**config.mk**
```make
export PLATFORM = sky130hd
export DESIGN_NAME = rom_arbiter
export DESIGN_NICKNAME = d
export VERILOG_FILES = /design/src/rtl/rom_arbiter.sv
export SDC_FILE = /design/constraint.sdc
export NUM_CORES = 1
export LEC_CHECK = 0
export CAP_MARGIN = 20
export CORE_MARGIN = 10
export CORE_UTILIZATION = 27
export CTS_BUF_LIST = sky130_fd_sc_hd__clkbuf_2
export CTS_CLUSTER_DIAMETER = 60
export DETAILED_ROUTE_END_ITERATION = 8
export HOLD_SLACK_MARGIN = 0.05
export PLACE_DENSITY = 0.83
export SETUP_SLACK_MARGIN = 0.02
export SYNTH_ARGS = -nofsm -noshare
export SYNTH_HDL_FRONTEND = slang
export SYNTH_SLANG_ARGS = --single-unit
```
**constraint.sdc**
```tcl
create_clock -name clk -period 1.9 [get_ports clk]
set_input_delay 0.475 -clock clk [delete_from_list [all_inputs] [get_ports clk]]
set_output_delay 0.475 -clock clk [all_outputs]
set_load 0.01 [all_outputs]
```
**src/rtl/rom_arbiter.sv**
```systemverilog
`default_nettype none
// ============================================================================
// Module   : rom_arbiter
// Brief    : Two-port (fetch/data) arbiter in front of the single-port ROM
//            controller, with anti-starvation, MBIST lockout and watchdog.
// Revision : 1.0
// ============================================================================
module rom_arbiter #(
  parameter int ADDR_W       = 15,
  parameter int DATA_W       = 32,
  parameter int STARVE_LIMIT = 4,
  parameter int TIMEOUT      = 16
) (
  input  logic              clk,
  input  logic              rst_n,
  input  logic              i_req,
  input  logic [ADDR_W-1:0] i_addr,
  output logic              i_gnt,
  output logic              i_rvalid,
  output logic [DATA_W-1:0] i_rdata,
  output logic              i_err,
  input  logic              d_req,
  input  logic [ADDR_W-1:0] d_addr,
  output logic              d_gnt,
  output logic              d_rvalid,
  output logic [DATA_W-1:0] d_rdata,
  output logic              d_err,
  output logic              rom_req,
  output logic [ADDR_W-1:0] rom_addr,
  input  logic [DATA_W-1:0] rom_rdata,
  input  logic              rom_ready,
  input  logic              mbist_en,
  output logic              arb_idle
);

  localparam int c_tmo_w    = (TIMEOUT > 2) ? $clog2(TIMEOUT) : 1;
  localparam int c_starve_w = $clog2(STARVE_LIMIT + 1);
  localparam logic [c_tmo_w-1:0]    c_tmo_last  = c_tmo_w'(TIMEOUT - 1);
  localparam logic [c_starve_w-1:0] c_starve_max = c_starve_w'(STARVE_LIMIT);

  typedef enum logic [0:0] {
    S_IDLE = 1'b0,
    S_PEND = 1'b1
  } state_t;

  state_t                r_state, w_state_nxt;
  logic                  r_owner, w_owner_nxt;   // 0 = fetch, 1 = data
  logic [c_tmo_w-1:0]    r_tmo_cnt, w_tmo_cnt_nxt;
  logic [c_starve_w-1:0] r_starve_cnt, w_starve_cnt_nxt;

  logic w_pend, w_resp, w_timeout, w_can_grant, w_starved;
  logic w_gnt_i, w_gnt_d, w_grant;

  assign w_pend      = (r_state == S_PEND);
  assign w_resp      = w_pend && rom_ready;
  assign w_timeout   = w_pend && !rom_ready && (r_tmo_cnt == c_tmo_last);
  // rst_n gates grants so every output sits at its reset value during reset
  assign w_can_grant = rst_n && !mbist_en && (!w_pend || rom_ready);
  assign w_starved   = (r_starve_cnt == c_starve_max);
  assign w_gnt_i     = w_can_grant && i_req && (!d_req || w_starved);
  assign w_gnt_d     = w_can_grant && d_req && !(i_req && w_starved);
  assign w_grant     = w_gnt_i || w_gnt_d;

  assign i_gnt    = w_gnt_i;
  assign d_gnt    = w_gnt_d;
  assign rom_req  = w_grant;
  assign rom_addr = w_gnt_i ? i_addr : (w_gnt_d ? d_addr : '0);
  assign arb_idle = !w_pend && !w_grant;

  assign i_rvalid = (w_resp || w_timeout) && !r_owner;
  assign i_err    = w_timeout && !r_owner;
  assign i_rdata  = (w_resp && !r_owner) ? rom_rdata : '0;
  assign d_rvalid = (w_resp || w_timeout) && r_owner;
  assign d_err    = w_timeout && r_owner;
  assign d_rdata  = (w_resp && r_owner) ? rom_rdata : '0;

  always_ff @(posedge clk or negedge rst_n) begin
    if (!rst_n) begin
      r_state      <= S_IDLE;
      r_owner      <= 1'b0;
      r_tmo_cnt    <= '0;
      r_starve_cnt <= '0;
    end else begin
      r_state      <= w_state_nxt;
      r_owner      <= w_owner_nxt;
      r_tmo_cnt    <= w_tmo_cnt_nxt;
      r_starve_cnt <= w_starve_cnt_nxt;
    end
  end

  always_comb begin
    w_state_nxt      = r_state;
    w_owner_nxt      = r_owner;
    w_tmo_cnt_nxt    = r_tmo_cnt;
    w_starve_cnt_nxt = r_starve_cnt;

    if (w_grant) begin
      w_state_nxt   = S_PEND;
      w_owner_nxt   = w_gnt_d;
      w_tmo_cnt_nxt = '0;
    end else if (w_resp || w_timeout) begin
      w_state_nxt   = S_IDLE;
      w_tmo_cnt_nxt = '0;
    end else if (w_pend) begin
      w_tmo_cnt_nxt = r_tmo_cnt + c_tmo_w'(1);
    end

    // Starvation history is frozen while MBIST owns the ROM
    if (!mbist_en) begin
      if (!i_req || w_gnt_i) begin
        w_starve_cnt_nxt = '0;
      end else if (w_gnt_d && !w_starved) begin
        w_starve_cnt_nxt = r_starve_cnt + c_starve_w'(1);
      end
    end
  end

endmodule
`default_nettype wire

```
# After elaboration in Yosys (flattened, before gate mapping)
# Cells that the tools add are included.
# totals
inputBits	68
regBits	9
elab_cells	56
out_inout_bits	87
# op_classes
bitwise_logic	1
mux	11
n_eq_ne	2
add_sub_neg	2
reduce_logical	36
# op_table
operator	n
$mux W32	2
$mux W15	2
$logic_and A1 B1 Y1	18
$mux W4	3
$logic_not A1 Y1	9
$mux W3	2
$logic_or A1 B1 Y1	5
$add A4 B1 Y4 const B	1
$eq A4 B4 Y1 const B	1
$reduce_bool A2 Y1	2
$add A3 B1 Y3 const B	1
$eq A3 B3 Y1 const B	1
$reduce_bool A3 Y1	1
$mux W1	2
$reduce_and A2 Y1	1
$not A1 Y1	1

# Depth between registers and ports, before layout
# Gate-level depths: netlist of run 1.
# depth
depth_word	8
depth_mapped	7
mapped_depth_nobuf	5

# Least setup slack after synthesis of run 1
# No wires, ideal clock.
# synth_timing
kind	reg2out
start	reg r_starve_cnt[0]
end	out rom_addr[10]
stages_incl_launch_ff	7
n_path_buf	1
setup_slack_ps	-26
arrival_time_ps	1451
t_required_ps	1425
path_cell_list	dfrtp_1 > inv_1 > ha_1 > nand3_1 > clkbuf_1 > nand3_1 > a21oi_1
# synth_via
elab_chain_cells	6
word_cells_on_any_way	8
classes_between	eq/ne: 1; mux: 2; reduce/logical: 5
# synth_lines
item	line_no	source
start, declared	49	logic [c_starve_w-1:0] r_starve_cnt, w_starve_cnt_nxt;
start signal, assigned	87	r_starve_cnt <= w_starve_cnt_nxt;
$eq A3 B3 Y1 *	59	assign w_starved = (r_starve_cnt == c_starve_max);
$logic_and A1 B1 Y1	61	assign w_gnt_d = w_can_grant && d_req && !(i_req && w_starved);
$logic_not A1 Y1	61	
$logic_and A1 B1 Y1	61	
$mux W15	67	assign rom_addr = w_gnt_i ? i_addr : (w_gnt_d ? d_addr : '0);
$mux W15 *	67	
end, declared	29	output logic [ADDR_W-1:0] rom_addr,
# Mark *: on every way between the ends. The rest lies on a longest branch, timed or not.

# Final worst setup path of run 1
# layout_timing
start	reg r_starve_cnt[0]
end	out rom_addr[8]
# The elaborated chain is that of the path after synthesis.

==> results of run 1 <==
[cell families (layout without fill, tap and decap cells)]
| logic type | Yosys count | count (layout) | synth area share (%) |
|---|---|---|---|
| simple gates | 123 | 123 | 53.79 |
| compound gates | 32 | 34 | 16.91 |
| buf+inv | 21 | 218 | 7.178 |
| flops | 9 | 9 | 17.70 |
| fa+ha+maj | 3 | 3 | 2.950 |
| xor+xnor | 1 | 1 | 0.6884 |
| mux | 1 | 1 | 0.7867 |
| other cells | 0 | 1 | 0 |
[cell usage after synthesis (all sizes together) (2+ instances only)]
library cell	instances	area, um^2
inv	5	18.77
buf	3	23.77
ha	3	37.54
nand2	9	33.78
nor2	8	30.03
nor2b	2	12.51
dfrtp	9	225.2
clkbuf	13	48.80
nand3	35	175.2
a21oi	17	85.08
o211ai	4	30.03
and2	64	400.4
nand2b	2	12.51
[worst paths after layout]
kind                                    to  cells after the start
setup / recovery               rom_addr[8]                      6
hold / removal                r_tmo_cnt[1]                      3
setup reg to reg           r_starve_cnt[0]                      6
hold reg to reg               r_tmo_cnt[3]                      2
max in group asynchronous  r_starve_cnt[1]                      3
min in group clk              r_tmo_cnt[3]                      2
[worst reg2reg max path: stages (launching register included)]
cell and delay, ns:
dfrtp_1 0.38, inv_2 0.05, ha_4 0.18, a21bo_4 0.27
buf_4 0.16, or3_1 0.35, o311ai_2 0.23
[final cells by class]
class                           instances  share of cell area [%]
Timing Repair Buffer                  209                   55.08
Multi-Input combinational cell        162                   36.09
Sequential cell                         9                   5.998
Tap cell                               52                   1.733
Clock buffer                            4                  0.5332
Inverter                                5                  0.4998
Antenna cell                            1                 0.06664
[metrics by stage]
stage	setup TNS, ns	setup slack (ns)	instances	instance area (um^2)
floorplan	0	0.02599	190	1274
global placement	-63.43	-0.7913	411	3064
detailed placement	-64.99	-0.8606	411	3064
CTS	-0.8713	-0.06345	432	3268
global route	-7.136	-0.1667	442	3755
finish	-3.661	-0.1116	442	3755
[registers in the layout, indices dropped and copies added, names as in the netlist]
| signal | count |
|---|---|
| r_owner | 1 |
| r_starve_cnt | 3 |
| r_tmo_cnt | 4 |
| r_state | 1 |
[report_power, final]
part / switching [W] / internal (W)
combinational: 0.000365 / 0.000517
sequential: 0.0000307 / 0.000217
clock: 0.0000813 / 0.0000557
total: 0.000477 / 0.000790
[routing by layer]
layer / wire length [um] / part of all wire (%) / up-vias
met5: 0 / 0 / -
met1: 3186 / 33 / 1083
met2: 5366 / 56 / 132
met4: 194 / 2.0 / 0
met3: 848 / 8.8 / 13
li1: - / - / 1055
[what timing repair did]
action / CTS / global route
setup buffers: 11 / 8
pin swaps: 28 / 56
gates cloned: 6 / 3
endpoints found under the setup margin: 89 / 87
gates resized for setup: 425 / 135
==> flow_summary_export.csv, run 1 <==
group,metric,value,unit
grt,met2_usage,39.43,%
critical_path,path_cells,"inv_2, ha_4, a21bo_4, nand3_2, a21oi_2, buf_2",
synth,ys.flop_type,"dfrtp_1",
cells_and_area,fin_nets,461,
synth,seq_area_frac_synth,17.70,%
route,vias,2283,
critical_path,cp-start-kind,"flip-flop",
sta,fin_hold_ws,0.3212,ns
synth,synth_edf_count,0,
route,wl,9.595,mm
critical_path,r2r_start,"r_starve_cnt[0]",
clocking,cts.sinks,9,
sta,setup_viol,59,
critical_path,crit_start,"r_starve_cnt[0]",
grt,grt_antenna_before_repair,1,
floorplanning,dieArea,7859,um^2
power,max-vdd-ir-drop,0.2231,mV
outcome,outcome,"finished, violations left",
cells_and_area,multi_input_area,1355,um^2
critical_path,cp_data_required_time,1.42,ns
route,route.detailed.drc,0,
synth,syn_avg_cell_area,6.697,um^2
clocking,path_clk_slew,0.11,ns
sta,setup_ws,-0.1116,ns
cells_and_area,nFillCells,242,
worst_hold_path,hp-class,"in -> async",
clocking,h-tree-depth,1,
sta,slew_viol_final,0,
floorplanning,die_h,88.65,um
grt,grt_start_max_net_pins,17,
critical_path,cpMaxStageDelayCell,"dfrtp_1",
grt,grt_pass1_wl,12.41,mm
cells_and_area,drive_gt1_share,63.24,%
cells_and_area,mostFrequentLayoutCell,"buf_6",
route,wl_per_cell,21.71,um
critical_path,r2r_slack,0.18,ns
critical_path,slowest_delay,0.40,ns
sta,rsz0062_at_grt,"yes",
route,final_antenna_net_count,0,
sta,fin_crit_sh,105.9,%
critical_path,crit_buf_inv,2,
floorplanning,die_w,88.65,um
grt,grt.total_usage,20.21,%
synth,synth_area,1272,um^2
grt,gr-usage-met3,7.353,%
grt,overflow,0,
synth,yosysWarnings,0,
route,vias_per_cell,5.165,
sta,clock_skew,0.01035,ns
grt,grt_use_met1,18.45,%
sta,min_period,2.012,ns
floorplanning,ios,155,
sta,slew_headroom,62.97,%
critical_path,crit_family,"flip-flops",
sta,worst_slew_pin_slew,0.5543,ns
floorplanning,rows,24,
clocking,clkLatencyLatePin,0.28,ns
clocking,hold_buffers,0,
clocking,cts_tree,"built",
clocking,clockRootBuffer,"clkbuf_2",
power,p_leak,1.779,nW
placed_design,gp_congestion,0.7707,
sta,finalHoldViolations,0,
synth,ys_types,32,
route,first_iter_violations,60,
synth,async_flop_share,100.0,%
placed_design,hpwl,6.384,mm
sta,fmax,497.1,MHz
critical_path,critPathKind,"reg -> out",
outcome,failed_checks,"setup timing",
cells_and_area,utilization,84.49,%
clocking,clockBufferDepth,2,
power,power,0.001267,W
grt,top_usage_layer,"met2",
power,powerDensity,337.4,nW/um^2
floorplanning,initial_core_util,28.63,%
synth,synth.net_count,261,
floorplanning,core_area,4444,um^2
grt,grt_pass1_vias,2316,
cells_and_area,register_area,225.2,um^2
cells_and_area,area_growth,195.1,%
critical_path,cp.arrival,1.54,ns
route,drt-pass1-iter-count,4,
placed_design,port_buffers,154,
cells_and_area,final_cell_mix,"buf_6 (68), clkdlybuf4s50_1 (62), and2_4 (52)",
run,maxCapViolations,0,
critical_path,cp-end-kind,"output port",
clocking,cts_made_buffers,3,
synth,synth_cells,190,
synth,synth-seq-cells,9,
critical_path,crit_fanout,8,
Note: power is estimated with default switching activity, not from simulation.
==> run 2: changes to the inputs <==
--- a/config.mk
+++ b/config.mk
@@ -13,7 +13,7 @@
 export DETAILED_ROUTE_END_ITERATION = 8
 export HOLD_SLACK_MARGIN = 0.05
 export PLACE_DENSITY = 0.83
-export SETUP_SLACK_MARGIN = 0.02
+export SETUP_SLACK_MARGIN = 0.3
 export SYNTH_ARGS = -nofsm -noshare
 export SYNTH_HDL_FRONTEND = slang
 export SYNTH_SLANG_ARGS = --single-unit
==> constraint.sdc (replaced) <==
create_clock -name clk -period 2.09 [get_ports clk]
set_input_delay 0.5225 -clock clk [delete_from_list [all_inputs] [get_ports clk]]
set_output_delay 0.5225 -clock clk [all_outputs]
set_load 0.01 [all_outputs]
==> run 2 against run 1 <==
Net effect: the flow still finishes with violations (setup timing); highest routed layer unchanged; total power down 0.51%; register-to-register slack about the same; largest cell class unchanged; critical endpoint is now rom_addr[11]; clock skew fell by 0.0084 ns; global-route usage is 2.0 points higher; setup slack gained 0.0027 ns; via count up 5.7%; sequential power is 9.3% lower.
==> flow_summary_export.csv, run 2 (same netlist as run 1, synthesis figures left out) <==
group,metric,value,unit
route,route.detailed.drc,0,
route,drt-pass1-iter-count,7,
power,max-vdd-ir-drop,0.3216,mV
sta,fin_crit_sh,105.2,%
floorplanning,core_area,4444,um^2
grt,grt_pass1_wl,13.63,mm
cells_and_area,area_growth,220.2,%
run,maxCapViolations,0,
critical_path,cp-end-kind,"output port",
cells_and_area,mostFrequentLayoutCell,"buf_6",
placed_design,hpwl,6.283,mm
route,wl,10.99,mm
cells_and_area,top_register,"r_tmo_cnt",
clocking,clkLatencyLatePin,0.30,ns
power,p_leak,1.895,nW
clocking,cts_tree,"built",
route,wl_per_cell,24.48,um
cells_and_area,nFillCells,156,
critical_path,r2r_cells,8,
cells_and_area,fin_nets,469,
sta,slew_viol_final,0,
floorplanning,dieArea,7859,um^2
sta,worst_slew_pin_slew,0.6316,ns
critical_path,critPathKind,"reg -> out",
grt,overflow,0,
clocking,hold_buffers,0,
cells_and_area,diodes,0,
clocking,path_clk_slew,0.12,ns
critical_path,r2r_start,"r_starve_cnt[1]",
clocking,cts_made_buffers,3,
floorplanning,rows,24,
cells_and_area,stdcell_count,449,
clocking,clockBufferDepth,2,
sta,finalHoldViolations,0,
clocking,h-tree-depth,1,
power,powerDensity,309.4,nW/um^2
sta,setup_viol,18,
route,vias_per_cell,5.374,
route,final_antenna_net_count,0,
grt,grt_start_max_net_pins,13,
sta,clock_skew,0.001929,ns
placed_design,place_area,3184,um^2
critical_path,cp_data_required_time,1.57,ns
outcome,outcome,"finished, violations left",
critical_path,reg2reg_to,"r_starve_cnt[0]",
clocking,cts.sinks,9,
sta,min_period,2.199,ns
power,power,0.001261,W
route,first_iter_violations,66,
placed_design,gp_congestion,0.8443,
grt,grt_pass1_vias,2513,
floorplanning,die_h,88.65,um
cells_and_area,register_area,227.7,um^2
critical_path,cp-start-kind,"flip-flop",
placed_design,dp.cells,412,
floorplanning,die_w,88.65,um
cells_and_area,largest_reg_flops,4,
cells_and_area,final_cell_mix,"buf_6 (86), and2_4 (63), clkdlybuf4s50_1 (62)",
grt,grt_antenna_before_repair,0,
sta,slew_headroom,57.80,%
critical_path,endpoint,"rom_addr[11]",
critical_path,crit_start,"r_starve_cnt[0]",
clocking,clockRootBuffer,"clkbuf_2",
cells_and_area,top_regs,"r_tmo_cnt (4), r_starve_cnt (3)",
sta,setup_ws,-0.1089,ns
critical_path,crit_fanout,8,
critical_path,r2r_slack,0.17,ns
cells_and_area,multi_input_area,1420,um^2
worst_hold_path,hp-class,"in -> async",
grt,grt.total_usage,22.23,%
floorplanning,initial_core_util,28.63,%
sta,tns,-1.080,ns
cells_and_area,drive_gt1_share,71.28,%
critical_path,cp.arrival,1.68,ns
cells_and_area,finalInstanceArea,4074,um^2
placed_design,port_buffers,154,
floorplanning,ios,155,
sta,fmax,454.8,MHz
outcome,failed_checks,"setup timing",
route,vias,2413,
sta,rsz0062_at_grt,"yes",
## run 2: cell count changes in the layout (fill, tap and decap cells not counted), sizes merged
cell	change
a21bo	-2
buf	+17
clkbuf	-3
clkdlybuf4s15	-3
diode	-1
dlygate4sd2	-1
## run 2: per-stage QoR
| step | worst slack [ns] | hold WS, ns | utilization (%) |
|---|---|---|---|
| floorplan | 0.2164 | 0.2269 | - |
| global placement | -0.6541 | 0.4743 | 71.65 |
| detailed placement | -0.6377 | 0.5052 | 71.65 |
| CTS | -0.01222 | 0.2541 | 84.49 |
| global route | -0.1600 | 0.2159 | 91.67 |
| finish | -0.1089 | 0.2208 | 91.67 |
## run 2: cell type report
class                           instances  share of cell area, %
Clock buffer                            4                 0.4914
Inverter                                5                 0.4607
Multi-Input combinational cell        160                  34.86
Sequential cell                         9                  5.590
Tap cell                               52                  1.597
Timing Repair Buffer                  219                  57.00
## run 2: repair_timing
item / in CTS / in global routing
cloned: 9 / 0
endpoints found under the setup margin: 89 / 90
pin swaps: 72 / 27
gates resized for setup: 518 / 81
buffers inserted: 20 / 4
## run 2: per-layer routing
layer / track usage [%] / share of wire, % / up-vias
li1: - / - / 1058
met4: 6.314 / 3.9 / 0
met3: 7.813 / 9.3 / 33
met1: 20.34 / 36 / 1166
met2: 44.55 / 51 / 156
met5: 0 / 0 / -
## run 2: power breakdown
part | internal (W) | switching [W] | total [W] | leakage (nW)
logic | 0.000526 | 0.000370 | 0.000895 | 1.76
clock network | 0.0000506 | 0.0000892 | 0.000140 | 0.0166
registers | 0.000199 | 0.0000267 | 0.000225 | 0.116
## run 2: how the worst min path moves through the flow
stage                 start               to  slack (ns)  cells after the start
2_1_floorplan         rst_n          r_owner        0.23                      0
3_5_place_dp   r_tmo_cnt[3]     r_tmo_cnt[3]        0.51                      1
5_1_grt               rst_n  r_starve_cnt[2]        0.22                      3
3_3_place_gp   r_tmo_cnt[3]     r_tmo_cnt[3]        0.47                      1
6_report              rst_n  r_starve_cnt[2]        0.22                      3
4_1_cts               rst_n     r_tmo_cnt[1]        0.25                      3
## run 2: worst max-delay path: stages (launching register included)
cell     delay, ns
dfrtp_1       0.41
inv_2         0.09
ha_4          0.15
a21bo_4       0.18
buf_12        0.15
nand3_2       0.09
a21oi_2       0.15
buf_2         0.16
